<file path="src/rtl/boton_acondicionador_pkg.sv">
// rtl/boton_acondicionador_pkg.sv - shared types and constants for the button conditioner
// Purpose: per-button FSM state enum, button index constants, arbiter priority
//          order and the one-hot grant helper used by the top-level arbiter.
// Ports:   none (package).
package boton_acondicionador_pkg;

  typedef enum logic [1:0] {
    ARM     = 2'd0,
    IDLE    = 2'd1,
    PRESSED = 2'd2
  } btn_state_t;

  localparam int NUM_BOTONES = 5;
  localparam int IDX_ARRIBA  = 0;
  localparam int IDX_ABAJO   = 1;
  localparam int IDX_IZQ     = 2;
  localparam int IDX_DER     = 3;
  localparam int IDX_ELIGE   = 4;

  // Button indices in priority order, 3 bits per slot; slot 0 is served first.
  localparam logic [14:0] PRIO_ORDER = {3'(IDX_DER), 3'(IDX_IZQ), 3'(IDX_ABAJO),
                                        3'(IDX_ARRIBA), 3'(IDX_ELIGE)};

  // One-hot of the highest-priority pending bit. Walks from the lowest
  // priority slot upward so the last match (highest priority) wins.
  function automatic logic [4:0] grant_of(input logic [4:0] pending);
    logic [4:0] g;
    logic [2:0] idx;
    g = '0;
    for (int k = NUM_BOTONES - 1; k >= 0; k--) begin
      idx = PRIO_ORDER[k*3 +: 3];
      if (pending[idx]) g = 5'b00001 << idx;
    end
    return g;
  endfunction

endpackage

</file>
<file path="src/rtl/boton_debounce_fsm.sv">
// rtl/boton_debounce_fsm.sv - synchronizer, debouncer and press FSM for one button
// Purpose: turns one raw bouncing button into a debounced level and a
//          registered one-cycle press event. Build macro: AUTOREPEAT_EN adds
//          repeat events while the button stays PRESSED (if REPEAT_ALLOWED).
// Ports:   clk, reset (async, active-high), boton (raw input),
//          nivel (debounced level), press (one-cycle press event).
import boton_acondicionador_pkg::*;

module boton_debounce_fsm #(
  parameter int DEBOUNCE_CYCLES     = 1000000,
  parameter int REPEAT_DELAY_CYCLES = 50000000,
  parameter int REPEAT_RATE_CYCLES  = 15000000,
  parameter bit REPEAT_ALLOWED      = 1'b1
) (
  input  logic clk,
  input  logic reset,
  input  logic boton,
  output logic nivel,
  output logic press
);

  localparam int CNT_W = $clog2(DEBOUNCE_CYCLES + 1);

  logic             sync1, sync2;
  btn_state_t       state, state_next;
  logic [CNT_W-1:0] cnt;
  logic             match, hit, rep_hit, press_q;

  always_ff @(posedge clk or posedge reset) begin
    if (reset) begin
      sync1 <= 1'b0;
      sync2 <= 1'b0;
    end else begin
      sync1 <= boton;
      sync2 <= sync1;
    end
  end

  // IDLE waits for a stable high; ARM and PRESSED both wait for a stable low.
  always_comb begin
    match = (state == IDLE) ? sync2 : ~sync2;
    hit   = match && (cnt == CNT_W'(DEBOUNCE_CYCLES - 1));
  end

  always_ff @(posedge clk or posedge reset) begin
    if (reset) state <= ARM;
    else       state <= state_next;
  end

  always_comb begin
    state_next = state;
    case (state)
      ARM:     if (hit) state_next = IDLE;
      IDLE:    if (hit) state_next = PRESSED;
      PRESSED: if (hit) state_next = IDLE;
      default: state_next = ARM;
    endcase
  end

  // Counter restarts on every state change so each state needs its own full
  // stable run; it saturates instead of wrapping.
  always_ff @(posedge clk or posedge reset) begin
    if (reset) begin
      cnt <= '0;
    end else if ((state_next != state) || !match) begin
      cnt <= '0;
    end else if (cnt != CNT_W'(DEBOUNCE_CYCLES)) begin
      cnt <= cnt + CNT_W'(1);
    end
  end

`ifdef AUTOREPEAT_EN
  localparam int REP_MAX = (REPEAT_DELAY_CYCLES > REPEAT_RATE_CYCLES) ?
                           REPEAT_DELAY_CYCLES : REPEAT_RATE_CYCLES;
  localparam int REP_W   = $clog2(REP_MAX + 1);

  logic [REP_W-1:0] rep_cnt;
  logic             rep_first;
  logic [REP_W-1:0] rep_target;

  // No repeat on the cycle the button leaves PRESSED.
  always_comb begin
    rep_target = rep_first ? REP_W'(REPEAT_DELAY_CYCLES - 1) : REP_W'(REPEAT_RATE_CYCLES - 1);
    rep_hit    = REPEAT_ALLOWED && (state == PRESSED) && (state_next == PRESSED) &&
                 (rep_cnt == rep_target);
  end

  always_ff @(posedge clk or posedge reset) begin
    if (reset) begin
      rep_cnt   <= '0;
      rep_first <= 1'b1;
    end else if (!REPEAT_ALLOWED || (state != PRESSED) || (state_next != PRESSED)) begin
      rep_cnt   <= '0;
      rep_first <= 1'b1;
    end else if (rep_hit) begin
      rep_cnt   <= '0;
      rep_first <= 1'b0;
    end else begin
      rep_cnt   <= rep_cnt + REP_W'(1);
    end
  end
`else
  // Repeat parameters stay on the interface but fold to a constant zero.
  always_comb begin
    rep_hit = 1'b0 & REPEAT_ALLOWED & (REPEAT_DELAY_CYCLES > 0) & (REPEAT_RATE_CYCLES > 0);
  end
`endif

  always_ff @(posedge clk or posedge reset) begin
    if (reset) press_q <= 1'b0;
    else       press_q <= ((state == IDLE) && hit) || rep_hit;
  end

  always_comb begin
    nivel = (state == PRESSED);
    press = press_q;
  end

endmodule

</file>
<file path="src/rtl/boton_acondicionador.sv">
// rtl/boton_acondicionador.sv - five-button conditioner with one-hot press arbiter
// Purpose: debounces the five board buttons and serialises their press events
//          so at most one *_out pulses per clk (elige > arriba > abajo > izq > der).
//          Build macro: AUTOREPEAT_EN enables direction-button auto-repeat.
// Ports:   clk, reset (async, active-high), boton_*_in (raw buttons),
//          boton_*_out (one-clk press pulses), nivel_out (debounced levels
//          {elige,der,izq,abajo,arriba}).
import boton_acondicionador_pkg::*;

module boton_acondicionador #(
  parameter int DEBOUNCE_CYCLES     = 1000000,
  parameter int REPEAT_DELAY_CYCLES = 50000000,
  parameter int REPEAT_RATE_CYCLES  = 15000000
) (
  input  logic       clk,
  input  logic       reset,
  input  logic       boton_arriba_in,
  input  logic       boton_abajo_in,
  input  logic       boton_izq_in,
  input  logic       boton_der_in,
  input  logic       boton_elige_in,
  output logic       boton_arriba_out,
  output logic       boton_abajo_out,
  output logic       boton_izq_out,
  output logic       boton_der_out,
  output logic       boton_elige_out,
  output logic [4:0] nivel_out
);

  logic [4:0] raw, nivel, press, pending, grant;

  assign raw = {boton_elige_in, boton_der_in, boton_izq_in, boton_abajo_in, boton_arriba_in};

  for (genvar i = 0; i < NUM_BOTONES; i++) begin : g_btn
    boton_debounce_fsm #(
      .DEBOUNCE_CYCLES    (DEBOUNCE_CYCLES),
      .REPEAT_DELAY_CYCLES(REPEAT_DELAY_CYCLES),
      .REPEAT_RATE_CYCLES (REPEAT_RATE_CYCLES),
      .REPEAT_ALLOWED     (1'(i != IDX_ELIGE))
    ) u_btn (
      .clk  (clk),
      .reset(reset),
      .boton(raw[i]),
      .nivel(nivel[i]),
      .press(press[i])
    );
  end

  assign grant = grant_of(pending);

  // A new event for the bit being granted this cycle keeps it pending.
  always_ff @(posedge clk or posedge reset) begin
    if (reset) pending <= '0;
    else       pending <= (pending & ~grant) | press;
  end

  assign boton_arriba_out = grant[IDX_ARRIBA];
  assign boton_abajo_out  = grant[IDX_ABAJO];
  assign boton_izq_out    = grant[IDX_IZQ];
  assign boton_der_out    = grant[IDX_DER];
  assign boton_elige_out  = grant[IDX_ELIGE];
  assign nivel_out        = nivel;

endmodule

</file>
<file path="config.mk">
export PLATFORM = sky130hd
export DESIGN_NAME = boton_acondicionador
export DESIGN_NICKNAME = d
export VERILOG_FILES = /design/src/rtl/boton_acondicionador_pkg.sv /design/src/rtl/boton_debounce_fsm.sv /design/src/rtl/boton_acondicionador.sv
export SDC_FILE = /design/constraint.sdc
export NUM_CORES = 1
export LEC_CHECK = 0
export CORE_MARGIN = 4
export CORE_UTILIZATION = 45
export CTS_BUF_LIST = sky130_fd_sc_hd__clkbuf_8 sky130_fd_sc_hd__clkbuf_16
export DETAILED_ROUTE_END_ITERATION = 10
export PLACE_DENSITY_LB_ADDON = 0.25
export SYNTH_ARGS = -nofsm -noshare
export SYNTH_HDL_FRONTEND = slang
export SYNTH_HIERARCHICAL = 1
export SYNTH_SLANG_ARGS = --single-unit
</file>
<file path="constraint.sdc">
create_clock -name clk -period 2.75 [get_ports clk]
set_input_delay 0.55 -clock clk [delete_from_list [all_inputs] [get_ports clk]]
set_output_delay 0.55 -clock clk [all_outputs]
set_load 0.005 [all_outputs]
</file>
==> metrics.csv, run 1 <==
metric;value;unit
placed_area;0.00677;sq mm
antenna_found_initial;0;
wl_per_cell;13.9;um
cts.sinks;130;
io_buffer_count;16;
drive_above_1_share;10.2;%
clockBufferDepth;2;
drt-total-wl;12.0;mm
final.setup_skew;0.00575;ns
cts_hold_buffers;0;
antenna_cells;0;
grt_usage;15.9;%
coreArea;0.0140;sq mm
die_x;128;um
start_util;46.5;%
setup_violations;0;
synth-edff-count;0;
root_buffer;clkbuf_16;
hold_viol;0;
crit_arrival;1.93;ns
fmax;403;MHz
min_path_type;register to register;
grt-ovfl-total;0;
vdd_drop_max;447;uV
startpoint_type;register;
endpoint_kind;primary output;
first_global_vias;4627;
hpwlAfterDp;8.22;mm
dr.pass1.iters;4;
async_flop_share;100;%
drt-met1-wl;5.68;mm
grt_pass1_wl;21.3;mm
wl_met3;391;um
synthCells;650;
cp_max_fo;7;
setup.worst_path.class;register to primary output;
yosys.area.top_type;dfrtp_1;
post-cts-setup-buffers;0;
gp_congestion;0.793;
drt-vias-per-instance;5.32;
fp.dieArea;0.0164;sq mm
critPathRequiredTime;2.20;ns
ys_warn_count;6;
htree_num_levels;4;
p_leak;3.15;nW
die_h;128;um
outcome;completed;
grt_max_degree;26;
yosys-top-cells-area;dfrtp_1, nor2_1, xor2_1;
slew_headroom;66.6;%
cts_inserted_buffers;17;
ant_nets;0;
final_cell_mix;nor2_1, dfrtp_1, xor2_1;
powerDensity;587;mW/mm^2
cts_tree;done;
path_clk_slew;0.05;ns
area_delta_synth_final;13.2;%
rows;43;
drv_cap;0;
slew_viol_final;0;
synth_top_flop_cell;dfrtp_1;
synth-seq-cells;130;
fin_crit_sh;90.1;%
avgSynthCellArea;10.0;sq um
rsz0062_at_grt;false;
clock_latency;0.41;ns
io_pins;17;
period_needed;2.48;ns
syn-cell-area;0.00650;sq mm
post-route-drc-count;0;
yosysSeqAreaShare;50.0;%
via_count;4611;
drt_iter0_markers;295;
fin_nets;693;
syn_nets;667;
routed.top_layer;met4;
yosysUniqueCellTypes;51;
fin_area;0.00736;sq mm
wl_met2;5.84;mm
cts-resized-gates;0;
worst_pin_slew;0.497;ns
setup_tns;0;ns
synth_top_cell_area_share;50.0;%
worst paths after layout:
check	from	end	slack, ns	depth (start not counted)
min reg2reg	g_btn[0].u_btn/sync1	g_btn[0].u_btn/sync2	0.35	0
min	g_btn[0].u_btn/sync1	g_btn[0].u_btn/sync2	0.35	0
max in group asynchronous	reset	g_btn[4].u_btn/state[0]	1.77	3
min in group asynchronous	reset	pending[4]	0.59	2
max	pending[4]	boton_der_out	0.27	3
max reg2reg	g_btn[3].u_btn/cnt[1]	g_btn[3].u_btn/cnt[17]	0.72	6
registers in the layout (all words and copies together), names as in the netlist:
register	cells
pending	5
g_btn.u_btn/press	5
g_btn.u_btn/sync1	5
g_btn.u_btn/sync2	5
g_btn.u_btn/cnt	100
g_btn.u_btn/state	10
cells by family after synthesis:
| family | synth area share, % |
|---|---|
| compound gates | 5.47 |
| xor+xnor | 10.6 |
| fa+ha+maj | 1.92 |
| buf+inv | 4.23 |
| flops | 50.0 |
| mux | 1.31 |
| simple gates | 26.4 |
metal layers:
layer	GRT usage (%)	vias to the layer above
met4	5.12	0
met3	4.88	14
met5	0	-
li1	-	2274
met2	25.2	52
met1	20.8	2271
per-stage QoR:
stage / hold slack (ns) / setup WS [ns] / std cells / power, W / utilization (%)
2_1_floorplan: 0.329 / 0.960 / 650 / 0.00212 / -
3_3_place_gp: 0.336 / 0.696 / 837 / 0.00214 / 48.4
3_5_place_dp: 0.336 / 0.681 / 837 / 0.00215 / 48.4
4_1_cts: 0.348 / 0.239 / 866 / 0.00438 / 52.6
5_1_grt: 0.350 / 0.201 / 866 / 0.00450 / 52.6
6_report: 0.347 / 0.271 / 866 / 0.00432 / 52.6
Yosys cell counts (6+ instances only):
cell / n
xor2_1: 47
inv_1: 30
nor3_1: 11
nand3_1: 26
a21oi_1: 17
nand2_1: 38
ha_1: 10
dfrtp_1: 130
nor4_1: 10
nand4_1: 30
o21ai_0: 20
nor2_1: 130
xnor2_1: 32
nand3b_1: 6
critical path, stage by stage (launching register included):
cell and delay (ns):
dfrtp_1 0.43, or3_4 0.41, nor3b_2 0.17, clkdlybuf4s50_1 0.51
report_power, final:
group          leakage [nW]  internal, W  switching, W
Sequential             1.78      0.00194     0.0000274
Clock                 0.298      0.00145      0.000748
Combinational          1.07    0.0000513     0.0000957
final cells by class:
cell class | count | area, sq um
clock buffers | 23 | 508
flip-flops and latches | 130 | 3250
repair buffers | 22 | 205
multi-input cells | 475 | 2980
fillers | 1243 | 6630
well taps | 180 | 225
inverters | 30 | 113
clock inverters | 6 | 78.8
(Power assumes the default switching activity.)
==> inputs of run 2 (changes only) <==
clock period = 2.42 ns   (was 2.75 ns; I/O delays follow)
==> run 2 against run 1 <==
  * First-iteration DRC count shrank 2.0%
  * Cell area grew 0.63%
  * Critical path depth grew 1
  * Largest power group unchanged
  * Critical path type unchanged
  * Register-to-register slack lost 0.35 ns
  * Hold slack is essentially flat
  * Cell count grew 0.58%
==> metrics.csv, run 2 (synthesis results as in run 1) <==
metric;value;unit;change
outcome;completed;;
hpwlAfterDp;8.27;mm;+0.57%
setup_violations;0;;unchanged
endpoint_kind;primary output;;
start_util;46.5;%;unchanged
cts.sinks;130;;unchanged
fp.dieArea;0.0164;sq mm;unchanged
finalWorstSetupSlack;0.148;ns;-0.123 ns
final_cell_mix;nor2_1, dfrtp_1, xor2_1;;
startpoint_type;register;;
dr.pass1.iters;4;;unchanged
die_h;128;um;unchanged
htree_num_levels;4;;unchanged
clockBufferDepth;2;;unchanged
worst_pin_slew;0.541;ns;+0.0441 ns
cts_tree;done;;
vdd_drop_max;564;uV;+26%
antenna_found_initial;0;;unchanged
min_path_type;register to register;;
slew_headroom;63.6;%;-3.0 points
drv_cap;0;;unchanged
regMostFlops;g_btn.u_btn/cnt;;
largest_reg_flops;100;;unchanged
setup.worst_path.class;register to primary output;;
wl_per_cell;14.0;um;+0.95%
ant_nets;0;;unchanged
drt-total-wl;12.2;mm;+1.5%
cp_max_fo;6;;-1
crit_arrival;1.79;ns;-0.14 ns
drive_above_1_share;11.0;%;+0.79 points
powerDensity;677;mW/mm^2;+15%
post-place-ws;0.352;ns;-0.329 ns
root_buffer;clkbuf_16;;
grt_pass1_wl;21.5;mm;+0.71%
grt_usage;16.0;%;+0.12 points
die_x;128;um;unchanged
fin_crit_sh;93.9;%;
hold_viol;0;;unchanged
grt_max_degree;26;;unchanged
coreArea;0.0140;sq mm;unchanged
clock_latency;0.41;ns;about the same
io_pins;17;;unchanged
rows;43;;unchanged
rsz0062_at_grt;false;;
grt-ovfl-total;0;;unchanged
drt_iter0_markers;289;;-2.0%
path_clk_slew;0.05;ns;about the same
n_fill_cell;1264;;+1.7%
p_leak;3.18;nW;+0.78%
fin_nets;695;;+0.29%
via_count;4634;;+0.50%
final.setup_skew;0.00526;ns;-0.000498 ns
top_regs;g_btn.u_btn/cnt (100), g_btn.u_btn/state (10);;
period_needed;2.27;ns;
io_buffer_count;16;;unchanged
setup_tns;0;ns;unchanged
rr_worst_depth;6;;unchanged
first_global_vias;4618;;-0.19%
total_power;0.00502;W;+16%
slew_viol_final;0;;unchanged
drt-vias-per-instance;5.32;;about the same
post-route-drc-count;0;;unchanged
critPathRequiredTime;1.94;ns;-0.26 ns
hold-path-cell-count;0;;unchanged
gp_congestion;0.773;;-2.5%
area_delta_synth_final;13.9;%;
fmax;440;MHz;
antenna_cells;0;;unchanged
cts_inserted_buffers;17;;unchanged
[run 2: cell count changes in the layout (fill, tap and decap cells not counted), sizes merged, moves of 2 or more]
cell and change:
clkbuf -2, clkinv +2, clkinvlp +2, buf +2
[run 2: final timing paths]
check                                      startpoint               endpoint  slack [ns]
worst max-delay path                       pending[4]          boton_izq_out        0.15
worst max register to register  g_btn[2].u_btn/cnt[1]  g_btn[2].u_btn/cnt[8]        0.37
max in group asynchronous                       reset  g_btn[2].u_btn/cnt[3]        1.51
worst min-delay path             g_btn[4].u_btn/sync1   g_btn[4].u_btn/sync2        0.35
min in group asynchronous                       reset             pending[0]        0.51
worst min register to register   g_btn[4].u_btn/sync1   g_btn[4].u_btn/sync2        0.35
[run 2: stage by stage]
stage               std cells  hold WS, ns  instance area (sq um)  util [%]
floorplan                 650        0.263                   6500         -
global route              871        0.356                   7410      52.9
detailed placement        838        0.335                   6780      48.5
CTS                       871        0.347                   7400      52.9
global placement          838        0.336                   6780      48.5
finish                    871        0.347                   7410      52.9
[run 2: critical path, stage by stage, from the launching register on]
cell,delay (ns)
dfrtp_1,0.38
buf_4,0.16
nor3_2,0.21
and2_1,0.15
clkdlybuf4s50_1,0.49
[run 2: where the power goes]
part,switching [W],total (W),internal (W),leakage (nW)
Combinational,0.000109,0.000167,0.0000581,1.09
Sequential,0.0000318,0.00224,0.00220,1.78
Clock,0.000898,0.00261,0.00172,0.306
Total,0.00104,0.00502,0.00398,3.18
[run 2: repair_timing]
action,CTS,global route
endpoints found under the setup margin,1,1
hold buffers,0,0
setup buffers,1,0
pin swaps,0,0
gates resized for setup,1,1
[run 2: routing by layer]
layer  vias to the layer above  track usage, %  share of wire (%)
li1                       2272               -                  -
met1                      2295            21.1                 47
met2                        60            25.9                 49
met3                         7            5.17                3.4
met4                         0            3.68               0.65
met5                         -               0                  0
[run 2: layout make-up]
type	count	area, sq um	area share (%)
inverters	30	113	1.52
clock inverters	11	134	1.81
multi-input cells	475	2980	40.3
clock buffers	21	480	6.49
flip-flops and latches	130	3250	43.9
repair buffers	24	219	2.96
well taps	180	225	3.04
